## config.mk

```make
export PLATFORM = sky130hd
export DESIGN_NAME = frame_channel_arbiter_flat
export DESIGN_NICKNAME = d
export VERILOG_FILES = /design/src/rtl/frame_channel_arbiter_pkg.sv /design/src/rtl/frame_channel_arbiter_if.sv /design/src/rtl/frame_channel_arbiter_rr_arb2.sv /design/src/rtl/frame_channel_arbiter.sv /design/src/flat_wrapper.sv
export SDC_FILE = /design/constraint.sdc
export NUM_CORES = 2
export LEC_CHECK = 0
export ABC_CLOCK_PERIOD_IN_PS = 4400
export BUFFER_PORTS_ARGS = -buffer_cell sky130_fd_sc_hd__buf_2
export CAP_MARGIN = 20
export CORE_AREA = 2 2 736 738
export CTS_CLUSTER_SIZE = 8
export DETAILED_ROUTE_END_ITERATION = 16
export DIE_AREA = 0 0 738 740
export HOLD_SLACK_MARGIN = 0.1
export SLEW_MARGIN = 20
export SYNTH_ARGS = -nofsm -noshare
export SYNTH_HDL_FRONTEND = slang
export SYNTH_SLANG_ARGS = --single-unit
```

## constraint.sdc

```tcl
create_clock -name clk -period 4.4 [get_ports clk]
set_input_delay 0 -clock clk [delete_from_list [all_inputs] [get_ports clk]]
set_output_delay 0 -clock clk [all_outputs]
set_load 0.005 [all_outputs]
```

## src/rtl/frame_channel_arbiter_pkg.sv

```systemverilog
// Shared types for the frame channel arbiter: CCI headers, frame requests, grants and TX/RX channels.
// Also holds the request-type encodings and a saturating-increment helper.
package frame_channel_arbiter_pkg;

    localparam int CL_W              = 512;
    localparam int FRAME_ARB_STATS_W = 16;

    localparam logic [3:0] RdLine  = 4'h4;
    localparam logic [3:0] WrLine  = 4'h2;
    localparam logic [3:0] WrFence = 4'h5;

    typedef enum logic {ARB_READER = 1'b0, ARB_WRITER = 1'b1} arb_owner_t;

    typedef struct packed {
        logic [3:0]  req_type;
        logic [31:0] address;
        logic [13:0] mdata;
    } t_cci_hdr;

    typedef struct packed {
        logic afu_en;
    } t_CSR_AFU_STATE;

    typedef struct packed {
        logic            read_request;
        t_cci_hdr        read_header;
        logic            write_request;
        t_cci_hdr        write_header;
        logic [CL_W-1:0] write_data;
    } frame_arb_t;

    typedef struct packed {
        logic reader_grant;
        logic writer_grant;
    } channel_grant_arb_t;

    typedef struct packed {
        t_cci_hdr header;
        logic     rdvalid;
    } tx_c0_t;

    typedef struct packed {
        t_cci_hdr        header;
        logic [CL_W-1:0] data;
        logic            wrvalid;
    } tx_c1_t;

    typedef struct packed {
        logic rdvalid;
    } rx_c0_t;

    function automatic logic is_fence(input t_cci_hdr h);
        return h.req_type == WrFence;
    endfunction

    function automatic logic [FRAME_ARB_STATS_W-1:0] sat_inc(
        input logic [FRAME_ARB_STATS_W-1:0] v, input logic en);
        return (en && v != '1) ? v + FRAME_ARB_STATS_W'(1) : v;
    endfunction

endpackage

```

## src/rtl/frame_channel_arbiter_if.sv

```systemverilog
// Bundle of requester, grant and CCI TX/RX signals around the frame channel arbiter.
// master is the arbiter side; slave is the requesters plus QA shell side.
interface frame_channel_arbiter_if;
    import frame_channel_arbiter_pkg::*;

    frame_arb_t         frame_reader;
    frame_arb_t         frame_writer;
    channel_grant_arb_t read_grant;
    channel_grant_arb_t write_grant;
    rx_c0_t             rx0;
    logic               tx0_almostfull;
    logic               tx1_almostfull;
    tx_c0_t             tx0;
    tx_c1_t             tx1;

    modport master (
        input  frame_reader, frame_writer, rx0, tx0_almostfull, tx1_almostfull,
        output read_grant, write_grant, tx0, tx1
    );

    modport slave (
        output frame_reader, frame_writer, rx0, tx0_almostfull, tx1_almostfull,
        input  read_grant, write_grant, tx0, tx1
    );

endinterface

```

## src/rtl/frame_channel_arbiter_rr_arb2.sv

```systemverilog
// Two-way round-robin arbiter: combinational grant, priority pointer advances only on a grant.
module frame_channel_arbiter_rr_arb2
    import frame_channel_arbiter_pkg::*;
(
    input  logic               clk,
    input  logic               resetb,
    input  logic               i_clear,
    input  logic               i_reader_req,
    input  logic               i_writer_req,
    input  logic               i_eligible,
    output channel_grant_arb_t o_grant
);

    arb_owner_t r_prio;
    logic       w_rd;
    logic       w_wr;

    // NOTE: every output of this always_comb is assigned on every path, so no latch is inferred.
    always_comb begin
        w_rd                 = i_eligible && i_reader_req;
        w_wr                 = i_eligible && i_writer_req;
        o_grant.reader_grant = w_rd && (!w_wr || r_prio == ARB_READER);
        o_grant.writer_grant = w_wr && (!w_rd || r_prio == ARB_WRITER);
    end

    // NOTE: sequential state uses non-blocking assignments; reset is sampled on the clock edge.
    always_ff @(posedge clk) begin
        if (!resetb || i_clear)       r_prio <= ARB_READER;
        else if (o_grant.reader_grant) r_prio <= ARB_WRITER;
        else if (o_grant.writer_grant) r_prio <= ARB_READER;
    end

endmodule

```

## src/rtl/frame_channel_arbiter.sv

```systemverilog
// Shares CCI TX0 (RdLine) and TX1 (WrLine/WrFence) between frame_reader and frame_writer.
// Optional grant statistics are built when FRAME_ARB_STATS_EN is defined.
module frame_channel_arbiter
    import frame_channel_arbiter_pkg::*;
#(
    parameter int MAX_RD_OUTSTANDING = 32,
    parameter int LOG_MAX_RD         = 6
) (
    input  logic                       clk,
    input  logic                       resetb,
    input  t_CSR_AFU_STATE             csr,
    frame_channel_arbiter_if.master    bus,
    output logic [63:0]                arb_stats
);

    localparam logic [LOG_MAX_RD-1:0] RD_LIMIT = LOG_MAX_RD'(MAX_RD_OUTSTANDING);

    logic                  w_run;
    logic                  w_tx0_elig;
    logic                  w_tx1_elig;
    logic                  w_rd_inc;
    logic                  w_rd_dec;
    logic                  w_wr_any;
    channel_grant_arb_t    w_rd_gnt;
    channel_grant_arb_t    w_wr_gnt;
    t_cci_hdr              w_rd_hdr;
    t_cci_hdr              w_wr_hdr;
    logic [CL_W-1:0]       w_wr_data;

    logic [LOG_MAX_RD-1:0] r_rd_outstanding;
    logic                  r_fence_hold;
    tx_c0_t                r_tx0;
    tx_c1_t                r_tx1;

    always_comb begin
        w_run      = resetb && csr.afu_en;
        w_tx0_elig = w_run && !bus.tx0_almostfull && (r_rd_outstanding < RD_LIMIT);
        w_tx1_elig = w_run && !bus.tx1_almostfull && !r_fence_hold;
        w_rd_inc   = w_rd_gnt.reader_grant || w_rd_gnt.writer_grant;
        w_rd_dec   = bus.rx0.rdvalid;
        w_wr_any   = w_wr_gnt.reader_grant || w_wr_gnt.writer_grant;
        w_rd_hdr   = w_rd_gnt.writer_grant ? bus.frame_writer.read_header  : bus.frame_reader.read_header;
        w_wr_hdr   = w_wr_gnt.writer_grant ? bus.frame_writer.write_header : bus.frame_reader.write_header;
        w_wr_data  = w_wr_gnt.writer_grant ? bus.frame_writer.write_data   : bus.frame_reader.write_data;
    end

    frame_channel_arbiter_rr_arb2 u_rr_tx0 (
        .clk          (clk),
        .resetb       (resetb),
        .i_clear      (!csr.afu_en),
        .i_reader_req (bus.frame_reader.read_request),
        .i_writer_req (bus.frame_writer.read_request),
        .i_eligible   (w_tx0_elig),
        .o_grant      (w_rd_gnt)
    );

    frame_channel_arbiter_rr_arb2 u_rr_tx1 (
        .clk          (clk),
        .resetb       (resetb),
        .i_clear      (!csr.afu_en),
        .i_reader_req (bus.frame_reader.write_request),
        .i_writer_req (bus.frame_writer.write_request),
        .i_eligible   (w_tx1_elig),
        .o_grant      (w_wr_gnt)
    );

    // Credits are taken at grant time so a grant in flight already counts against the limit.
    always_ff @(posedge clk) begin
        if (!w_run) begin
            r_tx0            <= '0;
            r_tx1            <= '0;
            r_fence_hold     <= 1'b0;
            r_rd_outstanding <= '0;
        end else begin
            r_tx0.rdvalid <= w_rd_inc;
            if (w_rd_inc) r_tx0.header <= w_rd_hdr;
            r_tx1.wrvalid <= w_wr_any;
            if (w_wr_any) begin
                r_tx1.header <= w_wr_hdr;
                r_tx1.data   <= w_wr_data;
            end
            r_fence_hold <= w_wr_any && is_fence(w_wr_hdr);
            if (w_rd_inc && !w_rd_dec)
                r_rd_outstanding <= r_rd_outstanding + LOG_MAX_RD'(1);
            else if (!w_rd_inc && w_rd_dec && r_rd_outstanding != '0)
                r_rd_outstanding <= r_rd_outstanding - LOG_MAX_RD'(1);
        end
    end

    // A read response with no read outstanding means the credit accounting is broken.
    always_ff @(posedge clk) begin
        if (w_run && w_rd_dec && !w_rd_inc) assert (r_rd_outstanding != '0);
    end

    assign bus.read_grant  = w_rd_gnt;
    assign bus.write_grant = w_wr_gnt;
    assign bus.tx0         = r_tx0;
    assign bus.tx1         = r_tx1;

`ifdef FRAME_ARB_STATS_EN
    logic [FRAME_ARB_STATS_W-1:0] r_rd_gnt_w;
    logic [FRAME_ARB_STATS_W-1:0] r_rd_gnt_r;
    logic [FRAME_ARB_STATS_W-1:0] r_wr_gnt_w;
    logic [FRAME_ARB_STATS_W-1:0] r_wr_gnt_r;

    always_ff @(posedge clk) begin
        if (!w_run) begin
            r_rd_gnt_w <= '0;
            r_rd_gnt_r <= '0;
            r_wr_gnt_w <= '0;
            r_wr_gnt_r <= '0;
        end else begin
            r_rd_gnt_w <= sat_inc(r_rd_gnt_w, w_rd_gnt.writer_grant);
            r_rd_gnt_r <= sat_inc(r_rd_gnt_r, w_rd_gnt.reader_grant);
            r_wr_gnt_w <= sat_inc(r_wr_gnt_w, w_wr_gnt.writer_grant);
            r_wr_gnt_r <= sat_inc(r_wr_gnt_r, w_wr_gnt.reader_grant);
        end
    end

    assign arb_stats = {r_rd_gnt_w, r_rd_gnt_r, r_wr_gnt_w, r_wr_gnt_r};
`else
    assign arb_stats = '0;
`endif

endmodule

```

## src/flat_wrapper.sv

```systemverilog
// flat-port wrapper written by rule: the top's interface ports become plain ports
module frame_channel_arbiter_flat import frame_channel_arbiter_pkg::*;
#(
    parameter int MAX_RD_OUTSTANDING = 32,
    parameter int LOG_MAX_RD         = 6
)
  (clk, resetb, csr, arb_stats, bus_frame_reader, bus_frame_writer, bus_rx0, bus_tx0_almostfull, bus_tx1_almostfull, bus_read_grant, bus_write_grant, bus_tx0, bus_tx1);
  frame_channel_arbiter_if bus_i ();
  input  logic clk;
  input  logic resetb;
  input  t_CSR_AFU_STATE csr;
  output logic [63:0] arb_stats;
  input wire logic [$bits(bus_i.frame_reader)-1:0] bus_frame_reader;
  input wire logic [$bits(bus_i.frame_writer)-1:0] bus_frame_writer;
  input wire logic [$bits(bus_i.rx0)-1:0] bus_rx0;
  input wire logic [$bits(bus_i.tx0_almostfull)-1:0] bus_tx0_almostfull;
  input wire logic [$bits(bus_i.tx1_almostfull)-1:0] bus_tx1_almostfull;
  output wire logic [$bits(bus_i.read_grant)-1:0] bus_read_grant;
  output wire logic [$bits(bus_i.write_grant)-1:0] bus_write_grant;
  output wire logic [$bits(bus_i.tx0)-1:0] bus_tx0;
  output wire logic [$bits(bus_i.tx1)-1:0] bus_tx1;
  assign bus_i.frame_reader = bus_frame_reader;
  assign bus_i.frame_writer = bus_frame_writer;
  assign bus_i.rx0 = bus_rx0;
  assign bus_i.tx0_almostfull = bus_tx0_almostfull;
  assign bus_i.tx1_almostfull = bus_tx1_almostfull;
  assign bus_read_grant = bus_i.read_grant;
  assign bus_write_grant = bus_i.write_grant;
  assign bus_tx0 = bus_i.tx0;
  assign bus_tx1 = bus_i.tx1;
  frame_channel_arbiter #(.MAX_RD_OUTSTANDING(MAX_RD_OUTSTANDING), .LOG_MAX_RD(LOG_MAX_RD)) u_core (.clk(clk), .resetb(resetb), .csr(csr), .bus(bus_i), .arb_stats(arb_stats));
endmodule
```

Word level (Yosys, flattened, before mapping)
Cells that the tools add are included.
- add/sub/neg operators: 2
- magnitude comparators: 1
- equality and inequality tests: 1
- mux-type cells: 9
- bitwise operators: 2
- reduce and logical (&&, ||, !) cells: 39
- operators with widths (operator ; count):
    512-bit two-way mux ; 1
    50-bit two-way mux ; 2
    1-bit logical AND ; 17
    6-bit two-way mux ; 2
    1-bit zero test ; 11
    1-bit logical OR ; 7
    6-bit by 1-bit adder with 6-bit output (second input constant) ; 1
    6-bit less-than comparator (second input constant) ; 1
    2-bit nonzero test ; 3
    6-bit nonzero test ; 1
    6-bit by 1-bit subtractor with 6-bit output (second input constant) ; 1
    4-bit by 3-bit == test with 1-bit output (second input constant) ; 1
    1-bit two-way mux ; 4
    1-bit NOT ; 2
- bits in registers: 623
- input bits: 1234

Depth between registers and ports, before layout
- word-level depth: 13
- depth in mapped cells: 10

Cells and area by module
From an unflattened synthesis, not the netlist that was laid out.
- cell total of the unflattened synthesis: 3479
- area, all modules: 28359.7 um^2
- modules (own cells, without submodules) (module ; instances ; cells an instance ; area each (um^2) ; seq. area each (um^2)):
    frame_channel_arbiter ; 1 ; 3461 ; 28192.0 ; 12431.9
    frame_channel_arbiter_rr_arb2 ; 2 ; 9 ; 83.8 ; 20.0

Worst setup path before layout
Ideal clock, no wire load.
- kind: register to register
- start: reg u_core.r_rd_outstanding[5]
- end: reg u_core.r_rd_outstanding[5]
- setup time: 0.072 ns
- arrival: 2.210 ns
- required time: 4.328 ns
- setup slack: 2.119 ns
- stages on the path, launching flop included: 10
- buffers on the path: 1
- period minus slack after synthesis: 2.281 ns
- cells stage by stage: dfxtp_1 -> nand4bb_1 -> or3_1 -> clkbuf_1 -> ha_1 -> a211oi_1 -> o21bai_1 -> a21oi_1 -> mux2i_1 -> mux2i_1
- cells in the longest elaborated chain, start to end: 11
- elaborated cells on any way between the ends: 21
- classes of those cells: add/sub (2); order compare (1); mux (2); reduce/logical (16)
- RTL lines (element ; RTL line ; source):
    from (decl) ; frame_channel_arbiter.sv:30 ; logic [LOG_MAX_RD-1:0] r_rd_outstanding;
    from (signal assigned) ; frame_channel_arbiter.sv:84 ; r_rd_outstanding <= r_rd_outstanding + LOG_MAX_RD'(1);
    from (signal assigned) ; frame_channel_arbiter.sv:86 ; r_rd_outstanding <= r_rd_outstanding - LOG_MAX_RD'(1);
    6-bit less-than comparator ; frame_channel_arbiter.sv:37 ; w_tx0_elig = w_run && !bus.tx0_almostfull && (r_rd_outstanding < RD_LIMIT);
    1-bit logical AND ; frame_channel_arbiter.sv:37 ;
    1-bit logical AND (on tied branches) ; frame_channel_arbiter_rr_arb2.sv:21, frame_channel_arbiter_rr_arb2.sv:20 ;
    1-bit zero test (on tied branches) ; frame_channel_arbiter_rr_arb2.sv:22, frame_channel_arbiter_rr_arb2.sv:23 ;
    1-bit logical OR (on tied branches) ; frame_channel_arbiter_rr_arb2.sv:22, frame_channel_arbiter_rr_arb2.sv:23 ;
    1-bit logical AND (on tied branches) ; frame_channel_arbiter_rr_arb2.sv:22, frame_channel_arbiter_rr_arb2.sv:23 ;
    1-bit logical OR ; frame_channel_arbiter.sv:39 ; w_rd_inc = w_rd_gnt.reader_grant || w_rd_gnt.writer_grant;
    1-bit zero test ; frame_channel_arbiter.sv:85 ; else if (!w_rd_inc && w_rd_dec && r_rd_outstanding != '0)
    1-bit logical AND (2 in a row) ; frame_channel_arbiter.sv:85 ;
    2-bit nonzero test (no line) ; -- ;
Parallel ways exist; a longest one is shown, timed or not. The select of a mux whose other input is x is not followed.
A chain may end at the register's enable or synchronous reset.

Final worst setup path
- start: reg u_core.r_fence_hold
- end: reg u_core.r_tx1 (netlist bit u_core.bus.tx1[209])
- cells in the longest elaborated chain, start to end: 7
- elaborated cells on any way between the ends: 12
- classes of those cells: mux (1); reduce/logical (11)
- RTL lines (element ; RTL line ; source):
    from (decl) ; frame_channel_arbiter.sv:31 ; logic r_fence_hold;
    from (signal assigned) ; frame_channel_arbiter.sv:82 ; r_fence_hold <= w_wr_any && is_fence(w_wr_hdr);
    1-bit zero test (*) ; frame_channel_arbiter.sv:38 ; w_tx1_elig = w_run && !bus.tx1_almostfull && !r_fence_hold;
    1-bit logical AND (*) ; frame_channel_arbiter.sv:38 ;
    1-bit logical AND (on tied branches) ; frame_channel_arbiter_rr_arb2.sv:20, frame_channel_arbiter_rr_arb2.sv:21 ;
    1-bit zero test (on tied branches) ; frame_channel_arbiter_rr_arb2.sv:23, frame_channel_arbiter_rr_arb2.sv:22 ;
    1-bit logical OR (on tied branches) ; frame_channel_arbiter_rr_arb2.sv:23, frame_channel_arbiter_rr_arb2.sv:22 ;
    1-bit logical AND (on tied branches) ; frame_channel_arbiter_rr_arb2.sv:23, frame_channel_arbiter_rr_arb2.sv:22 ;
    512-bit two-way mux or 1-bit logical OR (tied branches) ; frame_channel_arbiter.sv:44, frame_channel_arbiter.sv:41 ;
    to (decl) ; frame_channel_arbiter.sv:33 ; tx_c1_t r_tx1;
Every way passes the cells marked *; elsewhere a longest branch is shown, timed or not.

==> impl_metrics.py <==
metrics = {
    "status": {
        "outcome": "complete, but fails checks",
        "violations": "antenna violations",
    },
    "synthesis": {
        "synth_edf_count": 0,
        "synth_common_cells": "nand2_1 (1228), dfxtp_1 (623), nor2_1 (619)",
        "synth_top_area_frac": 0.460,
        "ys_seq_area_frac": 0.460,
        "yosysWarnings": 0,
        "synth_area_leaders": "dfxtp_1 (46%), a311oi_1 (20%), nand2_1 (17%)",
        "synth_xor_area_frac": 0.000969,
        "synth_cell_types": 38,
        "yosysTopAreaCell": "dfxtp_1",
        "ys.flop_type": "dfxtp_1",
        "ys_ff_latch": 623,
        "synth.avg_cell_area_um2": 7.65,
        "synth.most_common_cell": "nand2_1",
        "synth-async-reset-ratio": 0,
        "synthesis.instances": 3542,
        "syn_area_mm2": 0.0271,
        "synth_mux_area_frac": 0.00185,
        "synth_adder_area_share": 0.00258,
        "synth-simple-area-share": 0.261,
        "synth_compound_area_frac": 0.202,
        "synth_top_family_by_area": "simple AND/OR/NAND/NOR gates",
    },
    "layout": {
        "area_delta_synth_final_pct": 166,
        "nFillCells": 61100,
        "final_area_mm2": 0.0721,
        "fin_nets": 8910,
        "drive_above_1_share": 0.267,
    },
    "power_and_ir_drop": {
        "vdd_drop_max_mv": 0.294,
        "leakage_nw": 30.7,
        "powerDensity_mw_per_mm2": 234,
    },
    "detailed_routing": {
        "finalWirelength_um": 457000,
        "drtAntennaViolNets": 3,
        "routed_via_density": 3.36,
        "drc_errors": 0,
        "drtIter0Drc": 6114,
        "wl_per_cell_um": 30.3,
        "vias": 50700,
        "firstDrtPassIters": 8,
    },
    "flow_run": {
        "max_cap_viol_count": 0,
    },
    "global_route": {
        "antenna_found_initial": 540,
        "grt_pass1_vias": 48700,
        "grt_usage": 0.158,
        "grt_pass1_wl_um": 551000,
        "grt_max_degree": 168,
        "grt-ovfl-total": 0,
    },
    "sta": {
        "fin_crit_sh": 0.954,
        "finalHoldViolCount": 0,
        "skew_ns": 0.0626,
        "setup_tns_ns": 0,
        "setup_viol": 0,
        "layout_min_cycle_time_ns": 4.20,
        "slew_headroom": 0.0914,
        "fmax_ghz": 0.238,
        "drv_slew": 0,
        "worst_hold_slack_ns": 0.180,
        "worstMarginPinSlew_ns": 1.36,
        "rsz0062_at_grt": "false",
    },
    "worst_setup_path": {
        "rr_worst_depth": 8,
        "end_kind": "flop",
        "crit_required_ns": 5.15,
        "path_class": "reg2reg",
        "start_kind": "flop",
        "crit_fanout": 74,
        "crit_arrival_ns": 4.95,
    },
    "cts": {
        "clk_latency_ns": 0.84,
        "numCtsBuffers": 95,
        "clock-root-buffer": "clkbuf_16",
        "clockBufferDepth": 4,
        "h-tree-depth": 3,
        "cts_setup_buffers": 0,
        "cts_tree": "yes",
        "clock-sinks": 623,
        "cts.clk_slew.worst_paths_ns": 0.06,
    },
    "worst_hold_path": {
        "worst_hold_path_type": "in2reg",
        "hold_path_depth": 4,
    },
    "placement": {
        "hpwl_um": 379000,
        "routabilityCongestion": 1.24,
        "place_area_mm2": 0.0446,
        "port_buffers": 1851,
    },
    "floorplan": {
        "std_cell_rows": 270,
        "fp.dieH_um": 740,
        "io_pins": 1916,
        "die_w_um": 738,
        "die_area_mm2": 0.546,
        "coreArea_mm2": 0.539,
        "start_util": 0.0503,
    },
}
[registers in the layout, indices dropped and copies added (netlist names)]
signal,count
u_core.r_rd_outstanding,6
u_core.u_rr_tx1.r_prio,1
u_core.bus.tx0,51
u_core.bus.tx1,563
u_core.u_rr_tx0.r_prio,1
u_core.r_fence_hold,1
[report_power, final]
| part | switching, W | internal [W] |
|---|---|---|
| logic | 0.00199 | 0.00190 |
| registers | 0.0000784 | 0.00576 |
| clock network | 0.00317 | 0.00397 |
| total | 0.00524 | 0.0116 |
[final timing paths]
check,startpoint,end,slack (ns)
max,u_core.r_fence_hold$_SDFF_PP0_,u_core.bus.tx1[209]$_SDFFE_PP0P_,0.20
min,bus_frame_writer[528],u_core.bus.tx1[529]$_SDFFE_PP0P_,0.18
max reg2reg,u_core.r_fence_hold$_SDFF_PP0_,u_core.bus.tx1[209]$_SDFFE_PP0P_,0.20
min reg2reg,u_core.r_rd_outstanding[3]$_SDFFE_PP0P_,u_core.r_rd_outstanding[3]$_SDFFE_PP0P_,0.54
[worst max-delay path, cell delays in order, from the launching register on]
cell and delay [ns]:
dfxtp_1 0.33, nor3_4 0.25, nand3_4 0.47, inv_8 0.60, buf_12 0.26, buf_12 0.38
nand2_1 0.14, a311oi_2 0.68, dlygate4sd3_1 0.65
[through the flow]
step           total power (W)  setup WS [ns]    util  std cells
2_1_floorplan          0.00662           2.12       -       3605
3_3_place_gp           0.00783           1.28  0.0828      12300
3_5_place_dp           0.00785           1.19  0.0828      12300
4_1_cts                 0.0169          0.716   0.133      14900
5_1_grt                 0.0174         0.0605   0.133      15000
6_report                0.0169          0.200   0.134      15100
[layer usage]
metal	GRT usage	vias up	wire length (um)	share of wire
li1	-	20700	-	-
met1	0.161	23800	156000	0.34
met2	0.220	4454	175000	0.38
met3	0.128	1563	89200	0.20
met4	0.0991	170	35400	0.077
met5	0.00494	-	1520	0.0033
[area by class of cell]
type	instances	area (um^2)	area share
antenna	198	495	0.00687
multi-input combinational	2573	13000	0.180
tap	7208	9020	0.125
clock inverter	7	92.6	0.00128
inverter	7	41.3	0.000573
clock buffer	109	2510	0.0348
sequential	623	12500	0.173
timing repair buffer	4371	34500	0.478
[cells by family after synthesis]
kind of cell,count (synthesis)
other,1
buffers and inverters,409
AO/OA/AOI/OAI,631
AND/OR/NAND/NOR,1865
XOR/XNOR,3
adder cells (fa/ha/maj),5
multiplexers,5
flip-flops,623
[what timing repair did]
item                       in CTS  in global routing
hold endpoints to repair      621                  0
resized for setup               0                  1
setup endpoints to repair       0                  1
hold buffers                 2435                  0
[layout by cell type (no fill, tap or decap), drive strengths merged]
cell	instances
dlygate4sd3	2435
or3	2
nor2	619
buf	1936
clkinv	4
ha	4
a211oi	3
inv	9
a311oi	613
nand4bb	1
o21a	1
diode	198
nand2b	2
o221ai	1
a21o	1
o2111ai	1
nor2b	1
o21bai	1
or2	1
a21oi	6
fa	1
o21ai	4
nand2	1229
clkbuf	109
nand3	4
and2	1
clkinvlp	1
nor3	1
or4	1
xnor2	3
dfxtp	623
mux2i	5
nor4bb	2
and3	1
conb	64
(Power assumes the default switching activity.)
